## src/rtl/mc_bus_pkg.sv

```systemverilog
// Shared types and constants for the multi-channel bus initiator.
package mc_bus_pkg;

    localparam int ADDR_W  = 6;
    localparam int DATA_W  = 8;
    localparam int CH_MSB  = 5;
    localparam int CH_LSB  = 3;
    localparam int OFF_MSB = 2;
    localparam int OFF_LSB = 0;

    localparam logic FPA_RW_READ  = 1'b1;
    localparam logic FPA_RW_WRITE = 1'b0;

    typedef enum logic [2:0] {
        ST_IDLE,
        ST_SETUP,
        ST_STROBE,
        ST_HOLD,
        ST_TURN
    } mc_state_e;

endpackage

```

## src/rtl/mc_bus_initiator.sv

```systemverilog
// Single-transaction bus initiator: setup / strobe / hold sequencing with a 4-bit down-counter.
// Optional MC_BUS_TURNAROUND_EN adds one idle TURN cycle after HOLD.
//
// state  | meaning
// IDLE   | ready for a request, bus idle
// SETUP  | address and chip-select driven, no strobe
// STROBE | read or write strobe active
// HOLD   | strobe released, address/data/chip-select held
// TURN   | extra bus-idle cycle before IDLE (turnaround build only)
module mc_bus_initiator
    import mc_bus_pkg::*;
#(
    parameter int SETUP_CYC  = 1,
    parameter int STROBE_CYC = 2,
    parameter int HOLD_CYC   = 1
) (
    input  logic              clk,
    input  logic              wb_rst_i,
    input  logic              req_valid,
    output logic              req_ready,
    input  logic              req_wr,
    input  logic [ADDR_W-1:0] req_addr,
    input  logic [DATA_W-1:0] req_wdata,
    output logic              rsp_valid,
    output logic [DATA_W-1:0] rsp_rdata,
    output logic [ADDR_W-1:0] mc_ba,
    output logic              mc_cs3_n,
    output logic              fpa_rw,
    output logic              mc_re_n,
    output logic [DATA_W-1:0] mc_bd_o,
    output logic              mc_bd_oe,
    input  logic [DATA_W-1:0] mc_bd_i
);

    localparam logic [3:0] SETUP_LD  = 4'(SETUP_CYC - 1);
    localparam logic [3:0] STROBE_LD = 4'(STROBE_CYC - 1);
    localparam logic [3:0] HOLD_LD   = 4'(HOLD_CYC - 1);

    mc_state_e         state_q, state_d;
    logic [3:0]        cnt_q, cnt_d;
    logic              wr_q, wr_d;
    logic [ADDR_W-1:0] addr_q, addr_d;
    logic [DATA_W-1:0] wdata_q, wdata_d;
    logic [DATA_W-1:0] cap_q, cap_d;
    logic              rsp_valid_q, rsp_valid_d;
    logic [DATA_W-1:0] rsp_rdata_q, rsp_rdata_d;

    always_ff @(posedge clk or posedge wb_rst_i) begin
        if (wb_rst_i) begin
            state_q     <= ST_IDLE;
            cnt_q       <= '0;
            wr_q        <= 1'b0;
            addr_q      <= '0;
            wdata_q     <= '0;
            cap_q       <= '0;
            rsp_valid_q <= 1'b0;
            rsp_rdata_q <= '0;
        end else begin
            state_q     <= state_d;
            cnt_q       <= cnt_d;
            wr_q        <= wr_d;
            addr_q      <= addr_d;
            wdata_q     <= wdata_d;
            cap_q       <= cap_d;
            rsp_valid_q <= rsp_valid_d;
            rsp_rdata_q <= rsp_rdata_d;
        end
    end

    always_comb begin
        state_d     = state_q;
        cnt_d       = cnt_q;
        wr_d        = wr_q;
        addr_d      = addr_q;
        wdata_d     = wdata_q;
        cap_d       = cap_q;
        rsp_valid_d = 1'b0;
        rsp_rdata_d = rsp_rdata_q;
        case (state_q)
            ST_IDLE: begin
                if (req_valid) begin
                    wr_d    = req_wr;
                    addr_d  = req_addr;
                    wdata_d = req_wdata;
                    cnt_d   = SETUP_LD;
                    state_d = ST_SETUP;
                end
            end
            ST_SETUP: begin
                if (cnt_q == 4'd0) begin
                    cnt_d   = STROBE_LD;
                    state_d = ST_STROBE;
                end else begin
                    cnt_d = cnt_q - 4'd1;
                end
            end
            ST_STROBE: begin
                if (cnt_q == 4'd0) begin
                    cap_d   = mc_bd_i;
                    cnt_d   = HOLD_LD;
                    state_d = ST_HOLD;
                end else begin
                    cnt_d = cnt_q - 4'd1;
                end
            end
            ST_HOLD: begin
                if (cnt_q == 4'd0) begin
                    rsp_valid_d = 1'b1;
                    rsp_rdata_d = wr_q ? '0 : cap_q;
                    cnt_d       = 4'd0;
`ifdef MC_BUS_TURNAROUND_EN
                    state_d     = ST_TURN;
`else
                    state_d     = ST_IDLE;
`endif
                end else begin
                    cnt_d = cnt_q - 4'd1;
                end
            end
            ST_TURN: begin
                state_d = ST_IDLE;
            end
            default: begin
                state_d = ST_IDLE;
            end
        endcase
    end

    logic bus_active;
    logic strobe;

    always_comb begin
        bus_active = (state_q == ST_SETUP) || (state_q == ST_STROBE) || (state_q == ST_HOLD);
        strobe     = (state_q == ST_STROBE);
    end

    // Strobes are mutually exclusive by construction: both derive from one latched wr bit.
    assign req_ready = (state_q == ST_IDLE) && !wb_rst_i;
    assign rsp_valid = rsp_valid_q;
    assign rsp_rdata = rsp_rdata_q;
    assign mc_ba     = addr_q;
    assign mc_bd_o   = wdata_q;
    assign mc_cs3_n  = !bus_active;
    assign mc_bd_oe  = bus_active && wr_q;
    assign mc_re_n   = !(strobe && !wr_q);
    assign fpa_rw    = (strobe && wr_q) ? FPA_RW_WRITE : FPA_RW_READ;

endmodule

```

## config.mk

```make
export PLATFORM = sky130hd
export DESIGN_NAME = mc_bus_initiator
export DESIGN_NICKNAME = d
export VERILOG_FILES = /design/src/rtl/mc_bus_pkg.sv /design/src/rtl/mc_bus_initiator.sv
export SDC_FILE = /design/constraint.sdc
export NUM_CORES = 1
export LEC_CHECK = 0
export ABC_AREA = 1
export CORE_MARGIN = 2
export CORE_UTILIZATION = 40
export CTS_CLUSTER_SIZE = 14
export DETAILED_ROUTE_END_ITERATION = 7
export PLACE_DENSITY = 0.7
export RECOVER_POWER = 25
export SYNTH_ARGS = -nofsm -noshare
export SYNTH_HDL_FRONTEND = slang
export SYNTH_SLANG_ARGS = --single-unit
export TNS_END_PERCENT = 1
```

## constraint.sdc

```tcl
create_clock -name clk -period 1.5 [get_ports clk]
set_input_delay 0.45 -clock clk [delete_from_list [all_inputs] [get_ports clk]]
set_output_delay 0.45 -clock clk [all_outputs]
set_load 0.02 [all_outputs]
```

==> summary.txt, run 1 <==
Power and ir drop
  • Pwr Density: 2150 nW/µm²
  • Comb pwr share: 55.4%
  • Maximum vdd drop: 0.000890 V
  • Clock Power Share: 12.3%
  • Seq pwr share: 32.3%
  • Pint: 3.13 mW
  • P_leak: 1.39 nW
  • Sw Pwr: 2.37 mW
  • Sw frac: 43.1%

Global route
  • Global-route wire length before repair: 6330 µm
  • Vias in the first global route: 1430
  • Grt total ovfl: 0
  • Pin count of the biggest net entering global routing: 39
  • Initial antenna violation count: 0
  • Tot GR Track Use: 16.3%

Critical path
  • CP Launch Type: register
  • Critical path origin: state_q[0]
  • Critical R2R Capture: state_q[1]
  • Setup CP Type: reg2out
  • Worst EP required: 1.05 ns
  • Cell Chain, Critical Path: inv_2 -> buf_12 -> ha_4 -> nand2_2 -> buf_6
  • Critical Path Fanout Max: 3
  • Crit-path slowest cell: dfrtp_1
  • R2R Setup Slk: 0.02 ns
  • FF-to-FF path depth: 9
  • CP Capture Type: output pin
  • Largest stage delay, worst path: 0.39 ns
  • Worst EP arrival: 1.22 ns
  • Critical R2R Launch: state_q[1]

Timing
  • Setup ws final: -0.166 ns
  • Endpoints failing setup: 5
  • Final min period: 1.67 ns
  • Slew margin rel.: 45.0%
  • Max-slew violation count: 0
  • Final Cycle Share: 111%
  • F_max: 600 MHz
  • Hold Vio Cnt, Final: 0
  • Slew of the pin with the lowest slew margin: 0.825 ns
  • Worst Skew: 0.00631 ns
  • RSZ-0062 raised after global routing: yes
  • Final hold slack: 0.474 ns

Yosys
  • Top_reg_cell synth: dfrtp_1
  • Adder-Cell Fraction of Synth Area: 4.94%
  • Top-count cell post-synth: nand2_1
  • Syn_area_per_cell: 8.56 µm²
  • Ranking of synthesized cells by area: dfrtp_1 (54%), nand2_1 (19%), inv_1 (5.1%)
  • Yosys cell types: 19
  • Synth Area in Compound Gates: 7.55%
  • Post-synthesis simple-gate area fraction: 26.5%
  • Sequential fraction of the synthesis area: 53.6%
  • Cell taking the most area after synthesis: dfrtp_1
  • Cells after synthesis: 207
  • Xor-xnor portion of the synthesized cell area: 0%
  • Async set or reset register ratio after synthesis: 100%
  • Mux cell area share after synthesis: 0%
  • Main combinational cell family by area after synthesis: simple AND/OR/NAND/NOR gates
  • Syn_nets: 240
  • Synth top area share: 53.6%
  • Synth top cells by count: nand2_1 (88), dfrtp_1 (38), inv_1 (24), nand3_1 (11), o21ai_0 (10)
  • Synth Register Bits: 38
  • Number of synthesis warnings: 0
  • Synthesized area: 1770 µm²
  • EDFF count, synth: 0

Clock tree
  • H-tree depth: 2
  • CTS Buffer Depth: 2
  • Worst-path clk slew: 0.06 ns
  • Clk sinks: 38
  • Clock latency on the worst-skew pair: 0.28 ns
  • CTS tree: built
  • CTS root buf: clkbuf_8
  • CTS buffer count: 5
  • CTS hold repair buffers: 0

Status
  • Failing checks: setup timing
  • Status: finished, violations left

Detailed routing
  • Initial DRT Pass Iterations: 4
  • Drt via density: 4.54
  • Vias: 1483
  • # DRC: 0
  • Drt wl/cell: 11.5 µm
  • Drt initial violations: 51
  • Drt total wl: 3750 µm
  • Final ANT Viol Nets: 0

Min path
  • Worst hold-check path type: reg2reg
  • HP Start: mc_ba[1]
  • WHS Path Cells: 2
  • Hold endpoint: mc_ba[1]

Floorplan
  • Die area: 4980 µm²
  • Rows: 24
  • Chip height: 70.6 µm
  • Num ports: 54
  • Core Area: 4320 µm²
  • Initial Util: 41.0%
  • Die width: 70.6 µm

Final layout
  • Fin util: 59.0%
  • Fraction of layout cells with a size suffix above 1: 18.9%
  • Final Net Count: 309
  • Ant diodes: 0
  • Area grow syn2layout: 43.9%

Place
  • HPWL Detailed: 2700 µm
  • Placer Congestion: 0.839
  • Port buffer count: 53

Flow run
  • Max cap viols: 0
==> power by group through the flow <==
| stage | Sequential [mW] | Combinational [mW] | Clock [mW] |
|---|---|---|---|
| CTS | 1.78 | 2.88 | 0.701 |
| global placement | 1.78 | 3.04 | 0 |
| global route | 1.84 | 3.39 | 0.740 |
| detailed placement | 1.80 | 3.09 | 0 |
| finish | 1.78 | 3.04 | 0.676 |
| floorplan | 2.14 | 1.49 | 0 |
==> metal layers <==
layer	vias to the layer above	routed length [µm]	track usage, %
met5	-	0	0
met4	0	45	5.03
met3	6	182	4.99
met2	33	1860	28.5
met1	676	1650	19.3
li1	768	-	-
==> worst max-delay path, delay by kind of cell (launching register included) <==
family	cells	cell delay (ns)
adder cells (fa/ha/maj)	1	0.14
buffers and inverters	3	0.35
flip-flops	1	0.39
AND/OR/NAND/NOR	1	0.06
==> cell families (layout without fill, tap and decap cells) <==
group / Yosys count / count (layout)
compound gates: 20 / 20
fa+ha+maj: 7 / 7
buf+inv: 30 / 98
flops: 38 / 38
simple gates: 112 / 112
==> through the flow <==
stage          setup WS (ns)  area [µm²]  instances  TNS, ns  total power, mW
2_1_floorplan         0.0103        1780        207        0             3.62
3_3_place_gp          -0.515        2450        319    -1.74             4.82
3_5_place_dp          -0.550        2450        319    -1.86             4.89
4_1_cts               -0.216        2500        325   -0.731             5.37
5_1_grt               -0.235        2550        327    -1.58             5.97
6_report              -0.166        2550        327   -0.715             5.50
==> flip-flops by register name (all words and copies together) (netlist names) <==
name	cells
cap_q	8
mc_bd_o	8
rsp_rdata	8
mc_ba	6
cnt_q	4
state_q	2
rsp_valid	1
wr_q	1
==> area by class of cell <==
cell class	instances	area (µm²)
Sequential cell	38	952
Inverter	25	93.8
Tap cell	52	65.1
Clock buffer	6	82.6
Multi-Input combinational cell	139	733
Timing Repair Buffer	67	624
Fill cell	402	1770
==> worst max-delay path by stage <==
stage | end | slack, ns | cells past startpoint
CTS | req_ready | -0.22 | 5
global route | mc_re_n | -0.23 | 5
global placement | req_ready | -0.51 | 3
finish | mc_re_n | -0.17 | 5
detailed placement | req_ready | -0.55 | 3
floorplan | req_ready | 0.01 | 4
==> cell usage in the layout (no fill, tap or decap), types with 2 or more instances in the layout <==
cell type | netlist | final
nand2_2 | 1 | 5
o21ai_2 | 8 | 8
nor2_1 | 7 | 5
nand2_1 | 88 | 84
dlygate4sd2_1 | 0 | 23
clkdlybuf4s50_1 | 0 | 25
clkbuf_8 | 0 | 6
ha_4 | 0 | 2
buf_4 | 1 | 14
dfrtp_1 | 38 | 37
o21ai_0 | 10 | 9
inv_2 | 1 | 3
nor2_2 | 0 | 2
ha_1 | 7 | 4
nand3_1 | 11 | 11
inv_1 | 24 | 22
buf_12 | 0 | 2
buf_6 | 2 | 2
nor2_4 | 2 | 2
==> repair_timing <==
action / in CTS / in global routing
setup buffers: 0 / 2
gates resized for setup: 50 / 14
setup endpoints to repair: 28 / 17
pin swaps: 0 / 2
Note: power is estimated with default switching activity, not from simulation.
==> run 2: changes to the inputs <==
--- a/config.mk
+++ b/config.mk
@@ -12,6 +12,8 @@
 export DETAILED_ROUTE_END_ITERATION = 7
 export PLACE_DENSITY = 0.7
 export RECOVER_POWER = 25
+export SKIP_LAST_GASP = 1
+export SLEW_MARGIN = 20
 export SYNTH_ARGS = -nofsm -noshare
 export SYNTH_HDL_FRONTEND = slang
 export SYNTH_SLANG_ARGS = --single-unit
==> summary.txt, run 2 (synthesized netlist as in run 1, its figures left out) <==
Clock tree
  • H-tree depth: 2 (unchanged)
  • CTS Buffer Depth: 2 (unchanged)
  • CTS tree: built (unchanged)
  • Clk sinks: 38 (unchanged)
  • CTS hold repair buffers: 0 (unchanged)
  • Clock latency on the worst-skew pair: 0.28 ns (about the same)
  • Worst-path clk slew: 0.06 ns (about the same)
  • CTS buffer count: 5 (unchanged)
  • CTS root buf: clkbuf_8 (unchanged)

Floorplan
  • Num ports: 54 (unchanged)
  • Chip height: 70.6 µm (unchanged)
  • Initial Util: 41.0% (unchanged)
  • Die area: 4980 µm² (unchanged)
  • Core Area: 4320 µm² (unchanged)
  • Rows: 24 (unchanged)
  • Die width: 70.6 µm (unchanged)

Status
  • Status: finished, violations left (unchanged)
  • Failing checks: setup timing (unchanged)

Timing
  • Worst Skew: 0.00648 ns (was 0.00631 ns)
  • Setup ws final: -0.199 ns (was -0.166 ns)
  • Final min period: 1.70 ns (was 1.67 ns)
  • Final Cycle Share: 113% (was 111%)
  • Slew of the pin with the lowest slew margin: 0.827 ns (was 0.825 ns)
  • Max-slew violation count: 0 (unchanged)
  • Final hold slack: 0.477 ns (was 0.474 ns)
  • Hold Vio Cnt, Final: 0 (unchanged)
  • Endpoints failing setup: 30 (was 5)
  • F_max: 588 MHz (was 600 MHz)
  • RSZ-0062 raised after global routing: yes (unchanged)
  • Slew margin rel.: 44.9% (was 45.0%)

Power and ir drop
  • Comb pwr share: 55.6% (was 55.4%)
  • P_leak: 1.33 nW (was 1.39 nW)
  • Clock Power Share: 12.2% (was 12.3%)
  • Final Power: 5.53 mW (was 5.50 mW)
  • Sw Pwr: 2.32 mW (was 2.37 mW)
  • Maximum vdd drop: 0.000906 V (was 0.000890 V)
  • Pwr Density: 2190 nW/µm² (was 2150 nW/µm²)
  • Pint: 3.21 mW (was 3.13 mW)
  • Seq pwr share: 32.2% (was 32.3%)
  • Sw frac: 41.9% (was 43.1%)

Global route
  • Tot GR Track Use: 16.2% (was 16.3%)
  • Global-route wire length before repair: 6330 µm (about the same)
  • Vias in the first global route: 1430 (unchanged)
  • Grt total ovfl: 0 (unchanged)
  • Initial antenna violation count: 0 (unchanged)
  • Pin count of the biggest net entering global routing: 39 (unchanged)

Detailed routing
  • # DRC: 0 (unchanged)
  • Drt total wl: 3680 µm (was 3750 µm)
  • Vias: 1461 (was 1483)
  • Initial DRT Pass Iterations: 4 (unchanged)
  • Drt via density: 4.48 (was 4.54)
  • Final ANT Viol Nets: 0 (unchanged)
  • Drt initial violations: 48 (was 51)
  • Drt wl/cell: 11.3 µm (was 11.5 µm)

Flow run
  • Max cap viols: 0 (unchanged)

Final layout
  • Multi-input logic area: 718 µm² (was 733 µm²)
  • Ant diodes: 0 (unchanged)
  • Fin util: 58.5% (was 59.0%)
  • FILL cells: 402 (unchanged)
  • Fraction of layout cells with a size suffix above 1: 16.4% (was 18.9%)
  • Most frequent cells in the layout: nand2_1 (88), clkdlybuf4s50_1 (46), dfrtp_1 (37) (was nand2_1 (84), dfrtp_1 (37), clkdlybuf4s50_1 (25))
  • Final Net Count: 308 (was 309)
  • Register area: 952 µm² (unchanged)
  • Area grow syn2layout: 42.6% (was 43.9%)
  • Commonest non-fill, non-tap cell in the layout: nand2_1 (unchanged)

Critical path
  • Worst EP arrival: 1.25 ns (was 1.22 ns)
  • CP Launch Type: register (unchanged)
  • Top delay family on crit path: buffers and inverters (was flip-flops)
  • Largest stage delay, worst path: 0.62 ns (was 0.39 ns)
  • Setup CP Type: reg2out (unchanged)
  • Crit-path slowest cell: clkdlybuf4s50_1 (was dfrtp_1)
  • Critical Path Fanout Max: 2 (was 3)
  • CP Capture Type: output pin (unchanged)
  • Worst path bufs/invs: 1 (was 3)
  • Worst EP required: 1.05 ns (about the same)
  • Cell Chain, Critical Path: clkdlybuf4s50_1 (was inv_2 -> buf_12 -> ha_4 -> nand2_2 -> buf_6)

Place
  • Placer Congestion: 0.839 (unchanged)
  • Port buffer count: 53 (unchanged)
  • HPWL Detailed: 2700 µm (unchanged)

Min path
  • Worst hold-check path type: reg2reg (unchanged)
-- run 2: per-layer routing --
metal	share of wire, %	vias to the layer above	track usage, %	wire length (µm)
met1	45	661	19.3	1650
met5	0	-	0	0
met3	4.2	6	4.99	156
li1	-	765	-	-
met4	1.2	0	5.03	45
met2	50	29	28.4	1830
-- run 2: path summary, 6_finish.rpt --
check / cells after the start / end / slack (ns) / from
setup / recovery: 1 / mc_bd_o[0] / -0.20 / mc_bd_o[0]
hold / removal: 2 / mc_ba[3] / 0.48 / mc_ba[3]
setup reg to reg: 9 / state_q[1] / -0.04 / state_q[1]
hold reg to reg: 2 / mc_ba[3] / 0.48 / mc_ba[3]
max in group asynchronous: 3 / state_q[1] / 0.18 / wb_rst_i
min in group asynchronous: 3 / cnt_q[2] / 0.75 / wb_rst_i
-- run 2: cell type report --
class / instances / share of cell area [%]
Clock buffer: 6 / 3.27
Timing Repair Buffer: 66 / 24.4
Sequential cell: 38 / 37.7
Inverter: 25 / 3.71
Tap cell: 52 / 2.57
Multi-Input combinational cell: 139 / 28.4
-- run 2: repair_timing --
item,4_1_cts,5_1_grt
buffers inserted,0,1
setup endpoints to repair,28,39
resized for setup,25,5
-- run 2: power by group through the flow --
stage	logic, mW	clock network (mW)	registers, mW
finish	3.07	0.675	1.78
floorplan	1.49	0	2.14
global placement	3.04	0	1.78
CTS	3.07	0.701	1.80
global route	3.43	0.740	1.85
detailed placement	3.09	0	1.80
-- run 2: stage by stage --
step | setup slack (ns) | instance area (µm²) | instances | TNS (ns)
2_1_floorplan | 0.0103 | 1780 | 207 | 0
3_3_place_gp | -0.515 | 2450 | 319 | -1.74
3_5_place_dp | -0.550 | 2450 | 319 | -1.86
4_1_cts | -0.218 | 2530 | 325 | -5.26
5_1_grt | -0.245 | 2530 | 326 | -7.15
6_report | -0.199 | 2530 | 326 | -4.62
